File: config.mk
export PLATFORM = sky130hd
export DESIGN_NAME = uart_tx_arb_flat
export DESIGN_NICKNAME = d
export VERILOG_FILES = /design/src/rtl/uart_arb_pkg.sv /design/src/rtl/uart_send_inf.sv /design/src/rtl/uart_rr_pick.sv /design/src/rtl/uart_tx_arb.sv /design/src/flat_wrapper.sv
export SDC_FILE = /design/constraint.sdc
export NUM_CORES = 1
export LEC_CHECK = 0
export ABC_AREA = 1
export CORE_MARGIN = 3
export CORE_UTILIZATION = 41
export DETAILED_ROUTE_END_ITERATION = 10
export PLACE_DENSITY = 0.76
export SLEW_MARGIN = 40
export SYNTH_ARGS = -nofsm -noshare
export SYNTH_HDL_FRONTEND = slang
export SYNTH_SLANG_ARGS = --single-unit
File: constraint.sdc
create_clock -name clk -period 2.05 [get_ports clk]
set_clock_uncertainty 0.1 [all_clocks]
set_input_delay 0.3075 -clock clk [delete_from_list [all_inputs] [get_ports clk]]
set_output_delay 0.3075 -clock clk [all_outputs]
set_load 0.05 [all_outputs]
File: src/rtl/uart_arb_pkg.sv
// Shared types and helpers for the UART transmit arbiter and its round-robin picker.
package uart_arb_pkg;

  typedef enum logic [1:0] {
    ARB_IDLE = 2'd0,
    ARB_SEND = 2'd1,
    ARB_GAP  = 2'd2
  } arb_state_t;

  localparam int MAX_REQ = 16;

  // Modular increment of a requester index: n-1 wraps to 0.
  function automatic int rr_next(input int ptr, input int n);
    return (ptr + 32'sd1 >= n) ? 32'sd0 : ptr + 32'sd1;
  endfunction

endpackage

File: src/rtl/uart_send_inf.sv
// Byte-send handshake towards uart_comm: en/data held until completed pulses.
interface uart_send_inf;
  logic       en;
  logic [7:0] data;
  logic       completed;

  modport sender   (output en, output data, input completed);
  modport receiver (input en, input data, output completed);
endinterface

File: src/rtl/uart_rr_pick.sv
// Combinational round-robin picker: first set bit of req at or above ptr, wrapping to 0.
module uart_rr_pick #(
  parameter int N  = 4,
  parameter int IW = 2
) (
  input  logic [N-1:0]  req,
  input  logic [IW-1:0] ptr,
  output logic          found,
  output logic [IW-1:0] idx
);

  logic [IW:0]   sum;
  logic [IW-1:0] cand;
  logic          hit;

  // Walk the requesters in priority order starting at ptr; keep the first hit.
  always_comb begin
    found = 1'b0;
    idx   = '0;
    sum   = '0;
    cand  = '0;
    hit   = 1'b0;
    for (int k = 0; k < N; k++) begin
      sum   = {1'b0, ptr} + (IW+1)'(k);
      cand  = (sum >= (IW+1)'(N)) ? IW'(sum - (IW+1)'(N)) : IW'(sum);
      hit   = ~found & req[cand];
      idx   = hit ? cand : idx;
      found = found | hit;
    end
  end

endmodule

File: src/rtl/uart_tx_arb.sv
// Round-robin scheduler sharing one uart_comm transmitter among NUM_REQ packet streams.
// Optional watchdog on stalled owners is enabled by defining UART_TX_ARB_TIMEOUT_EN.
module uart_tx_arb
  import uart_arb_pkg::*;
#(
  parameter int NUM_REQ = 4,
`ifdef UART_TX_ARB_TIMEOUT_EN
  parameter int TIMEOUT_CYC = 1000000,
`endif
  localparam int IDX_W = (NUM_REQ > 1) ? $clog2(NUM_REQ) : 1
) (
  input  logic                 clk,
  input  logic                 rst,
  input  logic [NUM_REQ-1:0]   req_valid,
  input  logic [NUM_REQ*8-1:0] req_data,
  input  logic [NUM_REQ-1:0]   req_last,
  output logic [NUM_REQ-1:0]   req_ready,
  uart_send_inf.sender         send,
  output logic [IDX_W-1:0]     grant_idx,
`ifdef UART_TX_ARB_TIMEOUT_EN
  output logic                 timeout_err,
`endif
  output logic                 busy
);

  arb_state_t         state;
  logic [IDX_W-1:0]   rr_ptr;
  logic               lock;
  logic [NUM_REQ-1:0] owner_mask;
  logic [NUM_REQ-1:0] cand;
  logic [NUM_REQ-1:0] pick_onehot;
  logic               pick_found;
  logic [IDX_W-1:0]   pick_idx;
  logic [IDX_W-1:0]   ptr_after;
  logic               to_fire;

  // While a packet lock is held only the owner may be picked again.
  always_comb begin
    owner_mask            = '0;
    owner_mask[grant_idx] = req_valid[grant_idx];
    pick_onehot           = '0;
    pick_onehot[pick_idx] = 1'b1;
  end

  assign cand      = lock ? owner_mask : req_valid;
  assign ptr_after = IDX_W'(rr_next(int'(grant_idx), NUM_REQ));

  uart_rr_pick #(.N(NUM_REQ), .IW(IDX_W)) u_pick (
    .req   (cand),
    .ptr   (rr_ptr),
    .found (pick_found),
    .idx   (pick_idx)
  );

`ifdef UART_TX_ARB_TIMEOUT_EN
  localparam int TO_W = $clog2(TIMEOUT_CYC + 1);
  logic [TO_W-1:0] to_cnt;
  logic            counting;

  assign counting = ((state == ARB_SEND) & ~send.completed)
                  | ((state == ARB_IDLE) & lock & ~pick_found);
  assign to_fire  = counting & (to_cnt == TO_W'(TIMEOUT_CYC - 1));

  // Watchdog: any state change drops counting for a cycle, which clears the count.
  always_ff @(posedge clk or negedge rst) begin
    if (!rst) begin
      to_cnt      <= '0;
      timeout_err <= 1'b0;
    end else begin
      timeout_err <= to_fire;
      to_cnt      <= (counting & ~to_fire) ? to_cnt + TO_W'(1) : '0;
    end
  end
`else
  assign to_fire = 1'b0;
`endif

  // Arbitration FSM with all outputs registered.
  always_ff @(posedge clk or negedge rst) begin
    if (!rst) begin
      state     <= ARB_IDLE;
      rr_ptr    <= '0;
      lock      <= 1'b0;
      grant_idx <= '0;
      req_ready <= '0;
      send.en   <= 1'b0;
      send.data <= 8'h00;
      busy      <= 1'b0;
    end else begin
      req_ready <= '0;
      if (to_fire) begin
        send.en <= 1'b0;
        lock    <= 1'b0;
        rr_ptr  <= ptr_after;
        state   <= ARB_GAP;
        busy    <= 1'b1;
      end else begin
        case (state)
          ARB_IDLE: begin
            if (pick_found) begin
              grant_idx <= pick_idx;
              send.data <= req_data[{pick_idx, 3'b000} +: 8];
              lock      <= ~req_last[pick_idx];
              req_ready <= pick_onehot;
              send.en   <= 1'b1;
              busy      <= 1'b1;
              state     <= ARB_SEND;
            end else begin
              busy <= lock;
            end
          end
          ARB_SEND: begin
            if (send.completed) begin
              send.en <= 1'b0;
              state   <= ARB_GAP;
              // lock is already clear when the byte just sent closed its packet
              rr_ptr  <= lock ? rr_ptr : ptr_after;
            end else begin
              send.en <= 1'b1;
            end
          end
          ARB_GAP: begin
            state <= ARB_IDLE;
            busy  <= lock;
          end
          default: begin
            state   <= ARB_IDLE;
            send.en <= 1'b0;
            busy    <= lock;
          end
        endcase
      end
    end
  end

endmodule

File: src/flat_wrapper.sv
// flat-port wrapper written by rule: the top's interface ports become plain ports
module uart_tx_arb_flat import uart_arb_pkg::*;
#(
  parameter int NUM_REQ = 4,

  localparam int IDX_W = (NUM_REQ > 1) ? $clog2(NUM_REQ) : 1
)
  (clk, rst, req_valid, req_data, req_last, req_ready, grant_idx, busy, send_en, send_data, send_completed);
  uart_send_inf send_i ();
  input  logic clk;
  input  logic rst;
  input  logic [NUM_REQ-1:0] req_valid;
  input  logic [NUM_REQ*8-1:0] req_data;
  input  logic [NUM_REQ-1:0] req_last;
  output logic [NUM_REQ-1:0] req_ready;
  output logic [IDX_W-1:0] grant_idx;
  output logic busy;
  output wire logic [$bits(send_i.en)-1:0] send_en;
  output wire logic [$bits(send_i.data)-1:0] send_data;
  input wire logic [$bits(send_i.completed)-1:0] send_completed;
  assign send_en = send_i.en;
  assign send_data = send_i.data;
  assign send_i.completed = send_completed;
  uart_tx_arb #(.NUM_REQ(NUM_REQ)) u_core (.clk(clk), .rst(rst), .req_valid(req_valid), .req_data(req_data), .req_last(req_last), .req_ready(req_ready), .send(send_i), .grant_idx(grant_idx), .busy(busy));
endmodule
==> impl_metrics.yaml <==
critical_path:
  crit_start: "u_core.grant_idx[0]$_DFFE_PN0P_"
  endpoint_kind: "register"
  path_max_fanout: 7
  ff2ff_setup_slack_ps: -320
  r2r_start: "u_core.grant_idx[0]$_DFFE_PN0P_"
  critPathRequiredTime_ps: 2100
  cp-start-kind: "register"
  crit_type: "register to register"
  worstRegToRegCells: 15
  r2r-end: "u_core.send.data[2]$_DFFE_PN0P_"
  arrival_ps: 2420
sta:
  maxSlewViolCount: 0
  min_period_ps: 2366
  tightest_slew_ps: 536.6
  fin_crit_sh_pct: 115.4
  slew_headroom_pct: 64.11
  rsz0062_at_grt: "yes"
  fin_ws_ps: -315.7
  timing.fmax_mhz: 422.7
  setup_viol: 18
  whs_ps: 298.2
  finalHoldViolations: 0
global_route:
  grt_max_degree: 22
  grt_busiest_layer: "met2"
  grt_pass1_wl_microns: 9032
  grt_util_met2_pct: 39.34
  gr-usage-met3_pct: 2.557
  track_usage_pct: 21.99
  grt_overflow: 0
  grt_use_met1_pct: 28.51
  grt_pass1_vias: 1960
  antenna_found_initial: 0
synth:
  ys_warn_count: 0
  synth_cell_types: 31
  yosysSeqAreaShare_pct: 30.59
  netlist_area_sq_mm: 0.001718
  synth_seq_cells: 21
  syn_nets: 277
  synth_cells: 230
  post_synth.cell_area_avg_sq_um: 7.469
route:
  routed_wl_microns: 5888
  firstDrtPassIters: 4
  num_vias: 1905
  drcViolationCount: 0
  wl_per_cell_microns: 15.83
  ant_nets: 0
  dr.first_iter.drc_count: 141
  via_per_inst: 5.121
layout:
  fin_util_pct: 80.42
  fill_cells: 240
  drive_gt1_share_pct: 43.83
  nets: 372
  antenna_cells: 0
  area_delta_synth_final_pct: 80.41
  stdcell_count: 372
clock_tree:
  path_clk_slew_ps: 80
  tritoncts: "built"
  htreeDepth: 1
  clockBufferDepth: 2
  insertion_delay_ps: 260
  cts_hold_buffers: 0
  cts_made_buffers: 3
  root_buffer: "clkbuf_8"
  clkSinkCount: 21
floorplan:
  die_w_microns: 70.73
  design.die.area_sq_mm: 0.005003
  start_util_pct: 44.58
  io_pins: 59
  rows: 22
  core_area_sq_mm: 0.003854
  die_height_microns: 70.73
placed_design:
  dp.cells: 358
  numPortBuffers: 58
  routabilityCongestion: 0.8839
  place_ws_ps: -332.4
  dp_hpwl_microns: 3815
hold_path:
  worst_hold_path_type: "input port to async pin"
run_status:
  status: "complete, but fails checks"
  violations: "setup timing"
run:
  cap_viol_max_count: 0
-- worst max-delay path, cell delays in order (launching register included) --
cell,delay [ps]
dfrtp_4,570
nand2_2,140
nand3_4,140
nand3_4,150
nand3_4,120
nand3_2,130
nand2_1,90
nor2_2,130
nand2_4,80
nand2_4,120
nand2_8,80
buf_6,130
nand2_1,60
nand2_1,60
nand2_1,80
nand3_2,70
-- layer usage --
metal | vias up | wire [microns]
met5 | - | 0
met4 | 0 | 61
met3 | 8 | 252
met2 | 63 | 3125
met1 | 905 | 2449
li1 | 929 | -
-- kinds of logic (layout without fill, tap and decap cells) --
| logic type | count (synthesis) | after routing | share of synthesized area (%) |
|---|---|---|---|
| compound gates | 7 | 7 | 2.476 |
| xor+xnor | 1 | 1 | 0.9471 |
| fa+ha+maj | 4 | 4 | 2.913 |
| buf+inv | 24 | 117 | 6.627 |
| flops | 21 | 21 | 30.59 |
| simple gates | 173 | 174 | 56.45 |
-- registers in the layout, indices dropped and copies added (netlist names) --
register and flops:
u_core.send.data 8, u_core.req_ready 4, u_core.grant_idx 2, u_core.rr_ptr 2
u_core.state 2, u_core.busy 1, u_core.lock 1, u_core.send.en 1
-- what timing repair did --
action / in CTS / in global routing
cloned: 1 / 1
gates resized for setup: 39 / 34
hold endpoints to repair: 0 / 0
setup buffers: 7 / 1
setup endpoints to repair: 18 / 18
pin swaps: 12 / 25
-- synthesized netlist by cell type, drive strengths merged --
master	instances	area, sq um
nor2	12	71.32
clkinv	1	5.000
nor3	2	15.01
nand3b	3	30.03
o21ai	3	15.01
a31oi	1	6.260
buf	4	37.54
nand2	111	503.0
inv	19	71.31
a31o	1	8.760
dfrtp	21	525.5
o31ai	1	7.510
a21oi	1	5.000
xnor2	1	16.27
ha	4	50.05
nand3	43	337.8
nand4	2	12.51
-- metrics by stage --
stage / TNS, ps / instance area, sq um
final: -3902 / 3099
after CTS: -2132 / 2930
after global placement: -3791 / 2643
after floorplan: -1375 / 1827
after detailed placement: -4961 / 2643
after global routing: -5374 / 3099
-- placed cells by master (no fill, tap or decap), drive strengths merged --
| cell type | n |
|---|---|
| ha | 4 |
| nand2 | 111 |
| inv | 19 |
| nor2 | 12 |
| nand4 | 2 |
| o21ai | 3 |
| o31ai | 1 |
| buf | 36 |
| clkinv | 2 |
| xnor2 | 1 |
| nand3 | 44 |
| clkbuf | 4 |
| a31o | 1 |
| a31oi | 1 |
| clkdlybuf4s50 | 56 |
| a21oi | 1 |
| dfrtp | 21 |
| nand3b | 3 |
| nor3 | 2 |
-- cell type report --
cell class                      instances  area (sq um)  share of cell area (%)
Tap cell                               48         60.06                   1.938
Multi-Input combinational cell        186          1445                   46.63
Clock inverter                          1         5.005                  0.1615
Sequential cell                        21         533.0                   17.20
Clock buffer                            3         41.29                   1.332
Inverter                               20         91.34                   2.947
Timing Repair Buffer                   93         923.4                   29.79
-- worst max-delay path by stage --
stage                                                  to  slack (ps)  cells past startpoint
after floorplan           u_core.send.data[0]$_DFFE_PN0P_        -160                     18
after global placement    u_core.send.data[1]$_DFFE_PN0P_        -270                     14
after detailed placement  u_core.send.data[3]$_DFFE_PN0P_        -330                     16
after CTS                 u_core.send.data[7]$_DFFE_PN0P_        -170                     18
after global routing      u_core.send.data[2]$_DFFE_PN0P_        -400                     15
final                     u_core.send.data[2]$_DFFE_PN0P_        -320                     15
Power is left out: the tool's default activity adds up to more than one toggle a clock period on the data nets, which glitch-free logic cannot reach.
